==> src/rtl/alu_pkg.sv <==
// Shared constants, FSM state type and decoded-issue payload for the ALU issue controller.
// ALU_ISSUE_M_EN (optional define) adds the funct7=0000001 multiply/divide encodings.
package alu_pkg;

  localparam int unsigned XLEN = 32;

  localparam logic [3:0] ALU_SEL_NONE = 4'b0000;
  localparam logic [3:0] ALU_SEL_ADD  = 4'b0001;
  localparam logic [3:0] ALU_SEL_AND  = 4'b0010;
  localparam logic [3:0] ALU_SEL_OR   = 4'b0011;
  localparam logic [3:0] ALU_SEL_XOR  = 4'b0100;
  localparam logic [3:0] ALU_SEL_SRL  = 4'b0101;
  localparam logic [3:0] ALU_SEL_SRA  = 4'b0110;
  localparam logic [3:0] ALU_SEL_SLL  = 4'b0111;
  localparam logic [3:0] ALU_SEL_SLT  = 4'b1000;
  localparam logic [3:0] ALU_SEL_DIV  = 4'b1001;
  localparam logic [3:0] ALU_SEL_REM  = 4'b1010;
  localparam logic [3:0] ALU_SEL_MUL  = 4'b1011;
  localparam logic [3:0] ALU_SEL_MULH = 4'b1100;
  localparam logic [3:0] ALU_SEL_SUB  = 4'b1101;
  localparam logic [3:0] ALU_SEL_BSEL = 4'b1110;
  localparam logic [3:0] ALU_SEL_SLTU = 4'b1111;

  localparam logic [6:0] OPC_OP     = 7'b0110011;
  localparam logic [6:0] OPC_OP_IMM = 7'b0010011;
  localparam logic [6:0] OPC_LUI    = 7'b0110111;

  localparam logic [2:0] F3_ADD  = 3'b000;
  localparam logic [2:0] F3_SLL  = 3'b001;
  localparam logic [2:0] F3_SLT  = 3'b010;
  localparam logic [2:0] F3_SLTU = 3'b011;
  localparam logic [2:0] F3_XOR  = 3'b100;
  localparam logic [2:0] F3_SR   = 3'b101;
  localparam logic [2:0] F3_OR   = 3'b110;
  localparam logic [2:0] F3_AND  = 3'b111;

  localparam logic [6:0] F7_BASE   = 7'b0000000;
  localparam logic [6:0] F7_ALT    = 7'b0100000;
  localparam logic [6:0] F7_MULDIV = 7'b0000001;

  typedef enum logic [1:0] {
    ST_IDLE = 2'd0,
    ST_WAIT = 2'd1,
    ST_RESP = 2'd2
  } state_t;

  // Everything the controller needs to issue (or bypass) one instruction.
  typedef struct packed {
    logic [3:0]      sel;
    logic [XLEN-1:0] a;
    logic [XLEN-1:0] b;
    logic [4:0]      rd;
    logic            illegal;
    logic            bypass;
    logic [XLEN-1:0] byp_data;
  } dec_t;

endpackage

==> src/rtl/alu_decode.sv <==
// Combinational RV32 decode into ALU select/operands, plus the ALU-bypass result path.
// ALU_ISSUE_M_EN enables MUL/MULH/DIV/REM (divide-by-zero results are produced here).
module alu_decode
  import alu_pkg::*;
(
  input  logic [31:0] instr,
  input  logic [31:0] rs1_data,
  input  logic [31:0] rs2_data,
  output dec_t        dec
);

  logic [6:0] opc;
  logic [2:0] f3;
  logic [6:0] f7;
  logic       ill;

  assign opc = instr[6:0];
  assign f3  = instr[14:12];
  assign f7  = instr[31:25];

  always_comb begin
    dec    = '0;
    dec.rd = instr[11:7];
    ill    = 1'b1;
    case (opc)
      OPC_OP: begin
        dec.a = rs1_data;
        dec.b = rs2_data;
        if (f7 == F7_BASE) begin
          ill = 1'b0;
          case (f3)
            F3_ADD:  dec.sel = ALU_SEL_ADD;
            F3_SLL:  dec.sel = ALU_SEL_SLL;
            F3_SLT:  dec.sel = ALU_SEL_SLT;
            F3_SLTU: dec.sel = ALU_SEL_SLTU;
            F3_XOR:  dec.sel = ALU_SEL_XOR;
            F3_SR:   dec.sel = ALU_SEL_SRL;
            F3_OR:   dec.sel = ALU_SEL_OR;
            default: dec.sel = ALU_SEL_AND;
          endcase
        end else if (f7 == F7_ALT) begin
          if (f3 == F3_ADD) begin
            dec.sel = ALU_SEL_SUB;
            ill     = 1'b0;
          end else if (f3 == F3_SR) begin
            dec.sel = ALU_SEL_SRA;
            ill     = 1'b0;
          end
        end
`ifdef ALU_ISSUE_M_EN
        else if (f7 == F7_MULDIV) begin
          case (f3)
            3'b000: begin dec.sel = ALU_SEL_MUL;  ill = 1'b0; end
            3'b001: begin dec.sel = ALU_SEL_MULH; ill = 1'b0; end
            3'b100: begin
              dec.sel = ALU_SEL_DIV;
              ill     = 1'b0;
              if (rs2_data == 32'd0) begin
                dec.bypass   = 1'b1;
                dec.byp_data = 32'hFFFF_FFFF;
              end
            end
            3'b110: begin
              dec.sel = ALU_SEL_REM;
              ill     = 1'b0;
              if (rs2_data == 32'd0) begin
                dec.bypass   = 1'b1;
                dec.byp_data = rs1_data;
              end
            end
            default: ill = 1'b1;
          endcase
        end
`endif
      end
      OPC_OP_IMM: begin
        dec.a = rs1_data;
        dec.b = {{20{instr[31]}}, instr[31:20]};
        ill   = 1'b0;
        case (f3)
          F3_ADD:  dec.sel = ALU_SEL_ADD;
          F3_SLT:  dec.sel = ALU_SEL_SLT;
          F3_SLTU: dec.sel = ALU_SEL_SLTU;
          F3_XOR:  dec.sel = ALU_SEL_XOR;
          F3_OR:   dec.sel = ALU_SEL_OR;
          F3_AND:  dec.sel = ALU_SEL_AND;
          F3_SLL: begin
            dec.sel = ALU_SEL_SLL;
            dec.b   = {27'd0, instr[24:20]};
            ill     = (f7 != F7_BASE);
          end
          default: begin
            dec.sel = (f7 == F7_ALT) ? ALU_SEL_SRA : ALU_SEL_SRL;
            dec.b   = {27'd0, instr[24:20]};
            ill     = (f7 != F7_BASE) && (f7 != F7_ALT);
          end
        endcase
      end
      OPC_LUI: begin
        dec.sel = ALU_SEL_BSEL;
        dec.b   = {instr[31:12], 12'd0};
        ill     = 1'b0;
      end
      default: ill = 1'b1;
    endcase

    // Illegal instructions never reach the ALU; they complete through the bypass with zero data.
    if (ill) begin
      dec.sel      = ALU_SEL_NONE;
      dec.a        = '0;
      dec.b        = '0;
      dec.illegal  = 1'b1;
      dec.bypass   = 1'b1;
      dec.byp_data = '0;
    end else if (dec.bypass) begin
      dec.sel = ALU_SEL_NONE;
    end
  end

endmodule

==> src/rtl/alu_issue_ctrl.sv <==
// Issue controller: handshake, decode, registered ALU drive, latency wait and writeback hold.
// ALU_ISSUE_M_EN (optional define, consumed by alu_decode) enables the M-extension subset.
module alu_issue_ctrl
  import alu_pkg::*;
#(
  parameter int unsigned ALU_LAT = 1
) (
  input  logic        CLK,
  input  logic        RST_N,
  input  logic        in_valid,
  output logic        in_ready,
  input  logic [31:0] instr,
  input  logic [31:0] rs1_data,
  input  logic [31:0] rs2_data,
  output logic [3:0]  alu_sel,
  output logic [31:0] alu_a,
  output logic [31:0] alu_b,
  input  logic [31:0] alu_result,
  output logic        wb_valid,
  input  logic        wb_ready,
  output logic [31:0] wb_data,
  output logic [4:0]  wb_rd,
  output logic        wb_we,
  output logic        wb_illegal
);

  localparam int unsigned CNT_W = (ALU_LAT < 1) ? 1 : $clog2(ALU_LAT + 1);

  state_t             state, next_state;
  dec_t               dec;
  logic [CNT_W-1:0]   cnt;
  logic [4:0]         rd_q;
  logic               ill_q;
  logic               byp_q;
  logic [31:0]        byp_data_q;
  logic               accept;

  alu_decode u_decode (
    .instr    (instr),
    .rs1_data (rs1_data),
    .rs2_data (rs2_data),
    .dec      (dec)
  );

  assign accept = in_valid && in_ready;

  always_ff @(posedge CLK or negedge RST_N) begin
    if (!RST_N) state <= ST_IDLE;
    else        state <= next_state;
  end

  always_comb begin
    next_state = state;
    case (state)
      ST_IDLE: if (accept)          next_state = ST_WAIT;
      ST_WAIT: if (cnt == '0)       next_state = ST_RESP;
      ST_RESP: if (wb_ready)        next_state = ST_IDLE;
      default:                      next_state = ST_IDLE;
    endcase
  end

  // Bypassed ops (illegal, divide-by-zero) spend a single WAIT cycle so wb_valid lands at N+1.
  always_ff @(posedge CLK or negedge RST_N) begin
    if (!RST_N) begin
      in_ready   <= 1'b0;
      alu_sel    <= ALU_SEL_NONE;
      alu_a      <= '0;
      alu_b      <= '0;
      wb_valid   <= 1'b0;
      wb_data    <= '0;
      wb_rd      <= '0;
      wb_we      <= 1'b0;
      wb_illegal <= 1'b0;
      cnt        <= '0;
      rd_q       <= '0;
      ill_q      <= 1'b0;
      byp_q      <= 1'b0;
      byp_data_q <= '0;
    end else begin
      in_ready <= (next_state == ST_IDLE);
      case (state)
        ST_IDLE: begin
          if (accept) begin
            rd_q       <= dec.rd;
            ill_q      <= dec.illegal;
            byp_q      <= dec.bypass;
            byp_data_q <= dec.byp_data;
            if (dec.bypass) begin
              alu_sel <= ALU_SEL_NONE;
              cnt     <= '0;
            end else begin
              alu_sel <= dec.sel;
              alu_a   <= dec.a;
              alu_b   <= dec.b;
              cnt     <= CNT_W'(ALU_LAT);
            end
          end
        end
        ST_WAIT: begin
          if (cnt == '0) begin
            wb_valid   <= 1'b1;
            wb_data    <= byp_q ? byp_data_q : alu_result;
            wb_rd      <= rd_q;
            wb_illegal <= ill_q;
            wb_we      <= !ill_q && (rd_q != 5'd0);
            alu_sel    <= ALU_SEL_NONE;
          end else begin
            cnt <= cnt - CNT_W'(1);
          end
        end
        ST_RESP: if (wb_ready) wb_valid <= 1'b0;
        default: ;
      endcase
    end
  end

endmodule
==> config.mk <==
export PLATFORM = sky130hd
export DESIGN_NAME = alu_issue_ctrl
export DESIGN_NICKNAME = d
export VERILOG_FILES = /design/src/rtl/alu_pkg.sv /design/src/rtl/alu_decode.sv /design/src/rtl/alu_issue_ctrl.sv
export SDC_FILE = /design/constraint.sdc
export NUM_CORES = 1
export LEC_CHECK = 0
export ABC_AREA = 1
export CORE_ASPECT_RATIO = 0.75
export CORE_MARGIN = 2
export CORE_UTILIZATION = 29
export CTS_CLUSTER_SIZE = 12
export DETAILED_ROUTE_END_ITERATION = 6
export PLACE_DENSITY_LB_ADDON = 0.3
export SYNTH_ARGS = -nofsm -noshare
export SYNTH_HDL_FRONTEND = slang
export SYNTH_SLANG_ARGS = --single-unit
==> constraint.sdc <==
create_clock -name CLK -period 2.4 [get_ports CLK]
set_input_delay 0.6 -clock CLK [delete_from_list [all_inputs] [get_ports CLK]]
set_output_delay 0.6 -clock CLK [all_outputs]
set_load 0.01 [all_outputs]
==> flow_results.xml <==
<?xml version="1.0" encoding="UTF-8"?>
<metrics>
  <group name="floorplanning">
    <metric name="io-pin-count" unit="">241</metric>
    <metric name="dieHeight" unit="um">124</metric>
    <metric name="initial_utilization" unit="%">29.8</metric>
    <metric name="placement_rows" unit="">43</metric>
    <metric name="die_width" unit="um">164</metric>
    <metric name="core-area" unit="sq um">18600</metric>
    <metric name="floorplan.die_area" unit="sq um">20300</metric>
  </group>
  <group name="pwr">
    <metric name="share_clk_of_total_power" unit="%">43.9</metric>
    <metric name="static-leakage-power" unit="nW">4.69</metric>
    <metric name="power.share.sequential" unit="%">37.6</metric>
    <metric name="psw" unit="mW">1.64</metric>
    <metric name="p_int" unit="mW">4.43</metric>
    <metric name="ir_drop" unit="mV">0.371</metric>
    <metric name="power.combinational.fraction" unit="%">18.5</metric>
    <metric name="power.density" unit="nW/um^2">671</metric>
    <metric name="netSwitchingFraction" unit="%">27.1</metric>
  </group>
  <group name="synthesis">
    <metric name="synth.cells.most_frequent" unit="">sky130_fd_sc_hd__nand2_1 (405), sky130_fd_sc_hd__dfrtp_1 (118), sky130_fd_sc_hd__inv_1 (50)</metric>
    <metric name="postSynthNetCount" unit="">877</metric>
    <metric name="yosys_top_cell_area_share" unit="%">53.2</metric>
    <metric name="average_cell_area_after_synthesis" unit="sq um">7.46</metric>
    <metric name="synth-seq-area-share" unit="%">53.2</metric>
    <metric name="yosys.area_share.xor_xnor" unit="%">0</metric>
    <metric name="post-synth-top-count-cell" unit="">sky130_fd_sc_hd__nand2_1</metric>
    <metric name="async_reset_ff_share" unit="%">100</metric>
    <metric name="adder_cell_share_of_the_synthesized_area" unit="%">0</metric>
    <metric name="synth-seq-cells" unit="">118</metric>
    <metric name="ranking_of_synthesized_cells_by_area" unit="">sky130_fd_sc_hd__dfrtp_1 (53%), sky130_fd_sc_hd__nand2_1 (27%), sky130_fd_sc_hd__nand3_1 (4.0%)</metric>
    <metric name="synthMuxAreaShare" unit="%">0</metric>
    <metric name="ys_dominant_reg_cell" unit="">sky130_fd_sc_hd__dfrtp_1</metric>
    <metric name="netlist_area" unit="sq um">5560</metric>
    <metric name="cell_accounting_for_the_most_synthesized_area" unit="">sky130_fd_sc_hd__dfrtp_1</metric>
    <metric name="yosys.cell_types.count" unit="">26</metric>
    <metric name="yosysWarnings" unit="">0</metric>
    <metric name="synth-edff-count" unit="">0</metric>
    <metric name="synth-compound-area-share" unit="%">2.32</metric>
    <metric name="synth_cells" unit="">745</metric>
    <metric name="synth_top_family_by_area" unit="">simple AND/OR/NAND/NOR gates</metric>
    <metric name="synth-simple-area-share" unit="%">37.7</metric>
  </group>
  <group name="placement">
    <metric name="port_buffers" unit="">240</metric>
    <metric name="globalplace.congestion" unit="">0.842</metric>
    <metric name="dpl_cell_area" unit="sq um">8440</metric>
    <metric name="pre_cts_ws" unit="ns">0.0233</metric>
    <metric name="dp_hpwl" unit="mm">12.8</metric>
    <metric name="place.detailed.instances" unit="">1237</metric>
  </group>
  <group name="grt">
    <metric name="use_met3" unit="%">6.73</metric>
    <metric name="overflow" unit="">0</metric>
    <metric name="globalRouteTotalUtil" unit="%">17.7</metric>
    <metric name="grt_pass1_vias" unit="">5291</metric>
    <metric name="antenna_found_initial" unit="">0</metric>
    <metric name="wire_length_of_the_first_global_routing_pass" unit="mm">27.8</metric>
    <metric name="grt_start_max_net_pins" unit="">50</metric>
    <metric name="gr-usage-met2" unit="%">26.7</metric>
    <metric name="gr-usage-met1" unit="%">23.9</metric>
    <metric name="grt.busiest_layer" unit="">met2</metric>
  </group>
  <group name="clocking">
    <metric name="ctsLongestPathBuffers" unit="">2</metric>
    <metric name="tritoncts" unit="">yes</metric>
    <metric name="clock_tree.root_cell" unit="">sky130_fd_sc_hd__clkbuf_16</metric>
    <metric name="h-tree-depth" unit="">4</metric>
    <metric name="numCtsBuffers" unit="">17</metric>
    <metric name="worst_skew_pair.late_latency" unit="ns">0.41</metric>
    <metric name="clock_net_sink_count" unit="">118</metric>
    <metric name="cts_hold_repair.buffers" unit="">0</metric>
    <metric name="post-cts-setup-buffer-count" unit="">0</metric>
    <metric name="clk_transition_reported_paths" unit="ns">0.06</metric>
    <metric name="cts-resized-gates" unit="">0</metric>
  </group>
  <group name="timing">
    <metric name="timing.max_slew.rel_slack" unit="%">61.5</metric>
    <metric name="grt_setup_unrepaired" unit="">false</metric>
    <metric name="timing.final.crit_share" unit="%">81.5</metric>
    <metric name="tightest_slew" unit="ns">0.578</metric>
    <metric name="finalSetupTns" unit="ns">0</metric>
    <metric name="setup_violations" unit="">0</metric>
    <metric name="final_period_minus_worst_setup_slack" unit="ns">1.96</metric>
    <metric name="fin_skew" unit="ns">0.00921</metric>
    <metric name="finalHoldViolCount" unit="">0</metric>
    <metric name="worst_slack" unit="ns">0.444</metric>
    <metric name="finalMaxSlewViolations" unit="">0</metric>
    <metric name="max_freq" unit="MHz">511</metric>
    <metric name="finalHoldWorstSlack" unit="ns">0.177</metric>
  </group>
  <group name="finish">
    <metric name="finalInstanceArea" unit="sq um">9050</metric>
    <metric name="final_net_count" unit="">1141</metric>
    <metric name="final_layout_size_suffix_gt1_share" unit="%">9.10</metric>
    <metric name="count_of_inserted_antenna_diode_cells" unit="">0</metric>
    <metric name="final-instance-count-excl-fill" unit="">1269</metric>
    <metric name="synth_to_layout_area_growth" unit="%">63.0</metric>
  </group>
  <group name="worst_setup_path">
    <metric name="worst_r2r_startpoint" unit="">state[0]</metric>
    <metric name="worstPathArrival" unit="ns">1.36</metric>
    <metric name="reg2reg_slack" unit="ns">0.55</metric>
    <metric name="timing.critical_path.to_type" unit="">output pin</metric>
    <metric name="critPathLaunchType" unit="">flip-flop</metric>
    <metric name="crit_required" unit="ns">1.80</metric>
    <metric name="cp_slowest_cell" unit="">sky130_fd_sc_hd__clkdlybuf4s50_1</metric>
    <metric name="timing.setup.critical_path_class" unit="">flip-flop to output pin</metric>
    <metric name="cp_max_fo" unit="">2</metric>
    <metric name="worst_r2r_path_depth" unit="">9</metric>
    <metric name="slowest_delay" unit="ns">0.58</metric>
    <metric name="crit-reg2reg-capture" unit="">wb_data[10]</metric>
    <metric name="critPathTopFamily" unit="">buffers and inverters</metric>
    <metric name="critPathBufInv" unit="">1</metric>
    <metric name="crit_path_cell_trace" unit="">clkdlybuf4s50_1</metric>
  </group>
  <group name="detailed_routing">
    <metric name="totalWireLength" unit="mm">17.5</metric>
    <metric name="detail-route-antenna-nets" unit="">0</metric>
    <metric name="route.detailed.wl_per_inst" unit="um">13.8</metric>
    <metric name="routed_via_density" unit="">4.32</metric>
    <metric name="drtIter0Drc" unit="">281</metric>
    <metric name="route.detailed.drc" unit="">0</metric>
    <metric name="detailroute.via_count" unit="">5485</metric>
    <metric name="dr.pass1.iters" unit="">5</metric>
  </group>
  <group name="min_path">
    <metric name="worst_hold_path_type" unit="">input pin to asynchronous set/reset pin</metric>
  </group>
  <group name="job">
    <metric name="max_cap_violations" unit="">0</metric>
  </group>
  <group name="run_status">
    <metric name="status" unit="">completed</metric>
  </group>
</metrics>
-- sequential cells by signal, indices dropped and copies added, names as in the netlist --
register	flops
wb_rd	5
alu_sel	4
wb_illegal	1
ill_q	1
wb_data	32
wb_valid	1
state	2
cnt	1
rd_q	5
alu_b	32
in_ready	1
wb_we	1
alu_a	32
-- cell type report --
| class | instances | area (sq um) |
|---|---|---|
| Clock inverter | 15 | 190 |
| Multi-Input combinational cell | 538 | 2220 |
| Inverter | 57 | 214 |
| Timing Repair Buffer | 277 | 2740 |
| Tap cell | 247 | 309 |
| Sequential cell | 118 | 2950 |
| Clock buffer | 17 | 425 |
| Fill cell | 1834 | 9560 |
-- stage by stage --
step                util, %  power, mW
floorplan                 -       2.74
global placement       45.3       3.45
detailed placement     45.3       3.45
CTS                    48.6       6.15
global route           48.6       6.39
finish                 48.6       6.07
-- how the worst max path moves through the flow --
stage	from	endpoint	slack (ns)	cells after the start
2_1_floorplan	instr[29]	alu_b[29]	0.62	10
3_3_place_gp	instr[6]	alu_a[22]	0.06	11
3_5_place_dp	instr[6]	alu_b[27]	0.02	11
4_1_cts	alu_a[1]	alu_a[1]	0.41	1
5_1_grt	instr[13]	alu_b[6]	0.31	11
6_report	alu_b[31]	alu_b[31]	0.44	1
-- power groups by stage --
| stage | clock network [mW] | logic, mW | registers [mW] |
|---|---|---|---|
| after floorplan | 0 | 0.366 | 2.38 |
| after global placement | 0 | 1.13 | 2.31 |
| after detailed placement | 0 | 1.14 | 2.32 |
| after CTS | 2.73 | 1.14 | 2.28 |
| after global routing | 2.83 | 1.25 | 2.31 |
| final | 2.66 | 1.12 | 2.28 |
-- kinds of logic (layout without fill, tap and decap cells) --
group,count (synthesis),after routing
and+or+nand+nor,516,516
DFF,118,118
buffers and inverters,89,366
AOI/OAI and AO/OA,22,22
-- layer usage --
layer | part of all wire (%) | wire (um)
met1 | 47 | 8210
met2 | 43 | 7550
met3 | 9.0 | 1580
met4 | 0.73 | 127
met5 | 0 | 0
-- cells in the final DEF (no fill, tap or decap) --
cell and count:
sky130_fd_sc_hd__o21a_1 1, sky130_fd_sc_hd__buf_4 33, sky130_fd_sc_hd__clkdlybuf4s50_1 239, sky130_fd_sc_hd__nand4_1 3
sky130_fd_sc_hd__nor4_1 1, sky130_fd_sc_hd__dfrtp_1 118, sky130_fd_sc_hd__o211ai_1 5, sky130_fd_sc_hd__nor2_1 45
sky130_fd_sc_hd__nor2_4 2, sky130_fd_sc_hd__or2_1 1, sky130_fd_sc_hd__clkinv_2 1, sky130_fd_sc_hd__nand2_1 405
sky130_fd_sc_hd__clkinvlp_4 1, sky130_fd_sc_hd__nor2_2 4, sky130_fd_sc_hd__a21oi_1 3, sky130_fd_sc_hd__nand2_2 3
sky130_fd_sc_hd__a21oi_2 1, sky130_fd_sc_hd__inv_1 50, sky130_fd_sc_hd__nor2_8 1, sky130_fd_sc_hd__buf_12 5
sky130_fd_sc_hd__inv_2 7, sky130_fd_sc_hd__and2_4 1, sky130_fd_sc_hd__clkinv_4 3, sky130_fd_sc_hd__bufinv_16 3
sky130_fd_sc_hd__nand3_2 3, sky130_fd_sc_hd__clkbuf_16 17, sky130_fd_sc_hd__inv_6 7, sky130_fd_sc_hd__nand3b_1 2
sky130_fd_sc_hd__o21ai_0 12, sky130_fd_sc_hd__nand2_4 1, sky130_fd_sc_hd__nand3_1 44
Note: power is estimated with default switching activity, not from simulation.
